--- src/rtl/corner_packer.sv ---
// Packs 32-bit corner words into 128-bit entries and queues them in a show-ahead FIFO.
// At each frame end it pads out any partial entry and appends a frame trailer.
module corner_packer #(
  parameter int DEPTH       = 16,
  parameter int FLUSH_DELAY = 32
) (
  input  logic         c,
  input  logic         rst_n,
  input  logic [31:0]  d,
  input  logic         dv,
  input  logic         fv,
  output logic [127:0] q,
  output logic         qv,
  input  logic         qr,
  output logic         overflow,
  output logic [15:0]  frame_cnt
);

  localparam int PW = $clog2(DEPTH);
  localparam int DW = $clog2(FLUSH_DELAY + 2);
  localparam logic [31:0] PAD     = 32'hFFFF_FFFF;
  localparam logic [31:0] TRL_TAG = 32'hFFFF_E0F0;

  typedef enum logic [1:0] {COLLECT, WAIT, FLUSH, TRAILER} state_e;

  state_e          state_q;
  logic [DW-1:0]   dly_q;
  logic [2:0][31:0] lane_q;
  logic [1:0]      li_q;
  logic            wr_pend_q;
  logic [127:0]    wr_data_q;
  logic [127:0]    mem_q [DEPTH];
  logic [PW-1:0]   wp_q, rp_q;
  logic [PW:0]     cnt_q;
  logic            fv_d1_q;
  logic            ovf_q;
  logic [15:0]     corner_q, drop_q, corner_d, drop_d;
  logic [15:0]     snap_corner_q, snap_drop_q;
  logic [15:0]     frame_q;

  logic            full, collecting, take, lost, entry_drop, fsm_wr, wr_en, pop, snap_now;
  logic [127:0]    wr_data, pad_entry, trl_entry;
  logic [16:0]     corner_sum, drop_sum;
  logic [2:0]      drop_inc;

  assign full       = (cnt_q == (PW+1)'(DEPTH));
  assign collecting = (state_q == COLLECT) || (state_q == WAIT);
  assign take       = dv & collecting;
  assign lost       = dv & ~collecting;
  assign entry_drop = wr_pend_q & full;
  // Pad/trailer writes yield to a pending collector entry so the two never collide.
  assign fsm_wr     = ~wr_pend_q & ~full &
                      (((state_q == FLUSH) && (li_q != 2'd0)) || (state_q == TRAILER));
  assign wr_en      = (wr_pend_q & ~full) | fsm_wr;
  assign qv         = (cnt_q != '0);
  assign pop        = qv & qr;
  assign q          = qv ? mem_q[rp_q] : '0;
  assign snap_now   = (state_q == WAIT) && (dly_q == '0);

  assign pad_entry = {PAD,
                      (li_q == 2'd3) ? lane_q[2] : PAD,
                      (li_q >= 2'd2) ? lane_q[1] : PAD,
                      lane_q[0]};
  assign trl_entry = {TRL_TAG, 16'h0, frame_q, 16'h0, snap_corner_q, 16'h0, snap_drop_q};

  always_comb begin
    wr_data = pad_entry;
    if (wr_pend_q)                 wr_data = wr_data_q;
    else if (state_q == TRAILER)   wr_data = trl_entry;
  end

  // Saturating live counters; dv words count even when dropped.
  always_comb begin
    drop_inc   = (entry_drop ? 3'd4 : 3'd0) + (lost ? 3'd1 : 3'd0);
    corner_sum = {1'b0, corner_q} + 17'(dv);
    drop_sum   = {1'b0, drop_q} + 17'(drop_inc);
    corner_d   = corner_sum[16] ? 16'hFFFF : corner_sum[15:0];
    drop_d     = drop_sum[16]   ? 16'hFFFF : drop_sum[15:0];
  end

  always_ff @(posedge c) begin
    if (!rst_n) begin
      li_q      <= '0;
      lane_q    <= '0;
      wr_pend_q <= 1'b0;
      wr_data_q <= '0;
    end else begin
      wr_pend_q <= take && (li_q == 2'd3);
      if (take) begin
        if (li_q == 2'd3) wr_data_q <= {d, lane_q[2], lane_q[1], lane_q[0]};
        for (int k = 0; k < 3; k++)
          if (li_q == 2'(k)) lane_q[k] <= d;
        li_q <= li_q + 2'd1;
      end else if ((state_q == FLUSH) && fsm_wr) begin
        li_q <= '0;
      end
    end
  end

  always_ff @(posedge c) begin
    if (!rst_n) begin
      wp_q  <= '0;
      rp_q  <= '0;
      cnt_q <= '0;
    end else begin
      if (wr_en) wp_q <= wp_q + 1'b1;
      if (pop)   rp_q <= rp_q + 1'b1;
      case ({wr_en, pop})
        2'b10:   cnt_q <= cnt_q + 1'b1;
        2'b01:   cnt_q <= cnt_q - 1'b1;
        default: cnt_q <= cnt_q;
      endcase
    end
  end

  always_ff @(posedge c) begin
    if (wr_en) mem_q[wp_q] <= wr_data;
  end

  always_ff @(posedge c) begin
    if (!rst_n) begin
      fv_d1_q  <= 1'b0;
      ovf_q    <= 1'b0;
      corner_q <= '0;
      drop_q   <= '0;
    end else begin
      fv_d1_q <= fv;
      if (entry_drop || lost)  ovf_q <= 1'b1;
      else if (fv && !fv_d1_q) ovf_q <= 1'b0;
      if (snap_now) begin
        corner_q <= '0;
        drop_q   <= '0;
      end else begin
        corner_q <= corner_d;
        drop_q   <= drop_d;
      end
    end
  end

  always_ff @(posedge c) begin
    if (!rst_n) begin
      state_q       <= COLLECT;
      dly_q         <= '0;
      snap_corner_q <= '0;
      snap_drop_q   <= '0;
      frame_q       <= '0;
    end else begin
      case (state_q)
        COLLECT: if (fv_d1_q && !fv) begin
          state_q <= WAIT;
          dly_q   <= DW'(FLUSH_DELAY);
        end
        WAIT: if (dly_q == '0) begin
          state_q       <= FLUSH;
          snap_corner_q <= corner_d;
          snap_drop_q   <= drop_d;
        end else begin
          dly_q <= dly_q - 1'b1;
        end
        FLUSH: if ((li_q == 2'd0) || fsm_wr) state_q <= TRAILER;
        TRAILER: if (fsm_wr) begin
          frame_q <= frame_q + 16'd1;
          state_q <= COLLECT;
        end
        default: state_q <= COLLECT;
      endcase
    end
  end

  assign overflow  = ovf_q;
  assign frame_cnt = frame_q;

endmodule

--- config.mk ---
export PLATFORM = sky130hd
export DESIGN_NAME = corner_packer
export DESIGN_NICKNAME = d
export VERILOG_FILES = /design/src/rtl/corner_packer.sv
export SDC_FILE = /design/constraint.sdc
export NUM_CORES = 2
export LEC_CHECK = 0
export BUFFER_PORTS_ARGS = -buffer_cell sky130_fd_sc_hd__clkbuf_2
export CAP_MARGIN = 40
export CORE_ASPECT_RATIO = 1.75
export CORE_MARGIN = 8
export CORE_UTILIZATION = 30
export CTS_CLUSTER_DIAMETER = 50
export DETAILED_ROUTE_END_ITERATION = 16
export SLEW_MARGIN = 20
export SYNTH_ARGS = -nofsm -noshare
export SYNTH_HDL_FRONTEND = slang
export SYNTH_SLANG_ARGS = --single-unit
--- constraint.sdc ---
create_clock -name c -period 32.9 [get_ports c]
set_input_delay 6.58 -clock c [delete_from_list [all_inputs] [get_ports c]]
set_output_delay 6.58 -clock c [all_outputs]
set_load 0.005 [all_outputs]
==> impl_metrics.csv <==
group,metric,value,unit
pwr,ir_worst_vdd,0.0504,mV
clock_tree,root_buffer,"clkbuf_16",
hold_path,holdPathEnd,"wr_data_q[60]$_SDFFE_PN0P_",
place,place_congestion,0.808,
yosys,syn_inst,4927,
grt,first_global_vias,49347,
timing,fin_crit_sh,0.363,
hold_path,min_path_cells,2,
yosys,synth_ff_type,"edfxtp_1",
place,portBuffers,182,
layout,multi_input_area,0.0225,mm^2
clock_tree,holdBufCountCts,0,
yosys,synthArstFlopShare,0,
timing,grt_setup_unrepaired,"no",
clock_tree,cts_inserted_buffers,203,
die,die_h,749,um
worst_setup_path,reg2reg_to,"mem_q[10][120]$_DFFE_PP_",
die,die_x,435,um
die,die_area,0.326,mm^2
worst_setup_path,start_kind,"flop",
yosys,synth_fa_ha_area_frac,0.00339,
worst_setup_path,crit_arrival,5.35,ns
timing,relSlewSlack,0.283,
grt,grt_pass1_wl,361000,um
layout,fin_nets,5316,
routing,drt-wirelength-per-cell,26.7,um
yosys,ys_types,50,
layout,seqCellArea,0.0682,mm^2
pwr,power,6.82,mW
place,place_hpwl,151000,um
yosys,synthesis.nets,4989,
clock_tree,cts_sinks,2382,
clock_tree,cts_tree,"done",
yosys,netlist_area,0.0922,mm^2
timing,tightest_slew,1.08,ns
worst_setup_path,crit_type,"flop to output pin",
yosys,synth_warnings,0,
worst_setup_path,cp_max_fo,108,
worst_setup_path,r2r-start,"wr_pend_q$_SDFF_PN0_",
timing,drv_slew,0,
yosys,synth-compound-area-share,0.0280,
yosys,synth.top_cell.area_share,0.667,
pwr,leakage,33.1,nW
clock_tree,cts_buffer_depth,4,
flow_run,max_cap_viol_count,0,
timing,period_minus_slack,11.93,ns
timing,timing.final.hold_violations,0,
routing,drtPass1Iterations,8,
die,initial_utilization,0.301,
yosys,synth_edf_count,2048,
grt,grt_max_degree,169,
grt,antenna_found_initial,50,
yosys,synth_area_leaders,"edfxtp_1 (67%), mux4_2 (16%), dfxtp_1 (7.3%), nand2_1 (2.5%), a21oi_1 (1.4%)",
yosys,synth_top_family_by_area,"multiplexers",
grt,grt-ovfl-total,0,
routing,drcViolationCount,0,
yosys,muxShareOfSynthArea,0.159,
grt,grt_usage,0.150,
timing,skew,0.0779,ns
routing,vias,47126,
yosys,synth_top_cells_by_count,"edfxtp_1 (2048), mux4_2 (640), nand2_1 (610)",
timing,fmax,83.8,MHz
run_status,status,"completed",
yosys,ys_ff_latch,2382,
die,core,0.306,mm^2
die,io_pins,183,
routing,postRouteAntennaNets,0,
layout,area_delta_synth_final,14.9,%
timing,finalSetupTns,0,ns
yosys,synth_top_cell_by_area,"edfxtp_1",
clock_tree,clock_latency,0.88,ns
die,rows,269,
hold_path,hp-class,"flop to flop",
routing,vias_per_cell,4.97,
yosys,synth_xor_area_frac,0.00418,
yosys,synth.avg_cell_area,18.7,um^2
clock_tree,cts_max_level,4,
clock_tree,clkTransAtPathRegs,0.07,ns
routing,wl,253000,um
clock_tree,cts-resized-gates,0,
layout,drive_above_1_share,0.255,
worst_setup_path,worst-r2r-cell-count,7,
pwr,power_density,64.3,mW/mm^2
yosys,synth.most_common_cell,"edfxtp_1",
worst_setup_path,cp.required,26.32,ns
hold_path,worstHoldStart,"lane_q[60]$_SDFFE_PN0P_",
routing,drtIter0Drc,4162,
layout,fillerInstances,28716,
yosys,synth-simple-area-share,0.0479,
yosys,seq_area_frac_synth,0.740,
worst_setup_path,reg2reg_setup_slack,27.58,ns
timing,setup_viol,0,
worst_setup_path,worstSetupEndpointType,"output pin",
clock_tree,postCtsSetupBuffers,0,
==> state kept, by name (all words and copies together), names as in the netlist, 6 cells and up, named ones only <==
name           count
corner_q          16
dly_q              6
drop_q            16
frame_cnt         16
lane_q            96
mem_q           2048
snap_corner_q     16
snap_drop_q       16
wr_data_q        128
==> worst max-delay path by stage <==
stage	cells after the start	slack [ns]	endpoint
2_1_floorplan	6	22.03	mem_q[3][0]$_DFFE_PP_
3_3_place_gp	7	21.44	q[67]
3_5_place_dp	8	21.69	q[57]
4_1_cts	8	20.74	q[57]
5_1_grt	8	20.58	q[78]
6_report	8	20.97	q[66]
==> layout by cell type (no fill, tap or decap), drive strengths merged, types with 13 or more instances in the layout <==
cell type	n
edfxtp	2048
mux4	640
nand2	610
clkbuf	446
dfxtp	334
a21oi	262
buf	230
o21ai	188
and2	137
nor2	94
clkinv	72
inv	35
or3	33
nand2b	32
nand3	28
xor2	27
mux2i	26
ha	25
bufinv	21
xnor2	17
nor3	16
nand4	13
==> kinds of logic after synthesis <==
group,Yosys count
compound gates,493
xor+xnor,44
fa+ha+maj,25
buf+inv,326
flops,2382
mux,666
simple gates,991
==> area by class of cell <==
class / count / area share
Antenna cell: 10 / 0.000236
Clock inverter: 104 / 0.0100
Timing Repair Buffer: 418 / 0.0329
Sequential cell: 2382 / 0.644
Tap cell: 4065 / 0.0480
Clock buffer: 258 / 0.0512
Inverter: 30 / 0.00113
Multi-Input combinational cell: 2219 / 0.213
==> worst max-delay path, stage by stage (launching register included) <==
cell	delay, ns
dfxtp_4	0.87
buf_4	0.40
buf_16	0.30
buf_4	0.52
buf_12	0.68
mux4_2	0.60
mux4_2	0.53
and2_1	0.19
clkbuf_2	0.11
==> per-layer routing <==
layer / vias to the layer above / part of all wire / GRT usage
li1: 20077 / - / -
met1: 25257 / 0.38 / 0.176
met2: 1309 / 0.52 / 0.273
met3: 437 / 0.060 / 0.0296
met4: 46 / 0.037 / 0.0528
met5: - / 0.0011 / 0
==> power breakdown <==
part | leakage [nW] | switching [mW] | internal, mW
combinational | 7.73 | 0.545 | 0.358
sequential | 22.2 | 0.0334 | 3.47
clock | 3.16 | 1.08 | 1.33
total | 33.1 | 1.66 | 5.16
==> per-stage QoR <==
step	setup slack, ns	area (um^2)	instances	util	hold WS, ns
3_3_place_gp	21.44	98200	9044	0.321	0.439
3_5_place_dp	21.69	99300	9099	0.324	0.442
5_1_grt	20.58	106000	9481	0.346	0.453
2_1_floorplan	22.03	92200	4927	-	0.420
4_1_cts	20.74	106000	9461	0.345	0.443
6_report	20.97	106000	9486	0.346	0.439
Power figures use the tool's default switching activity.
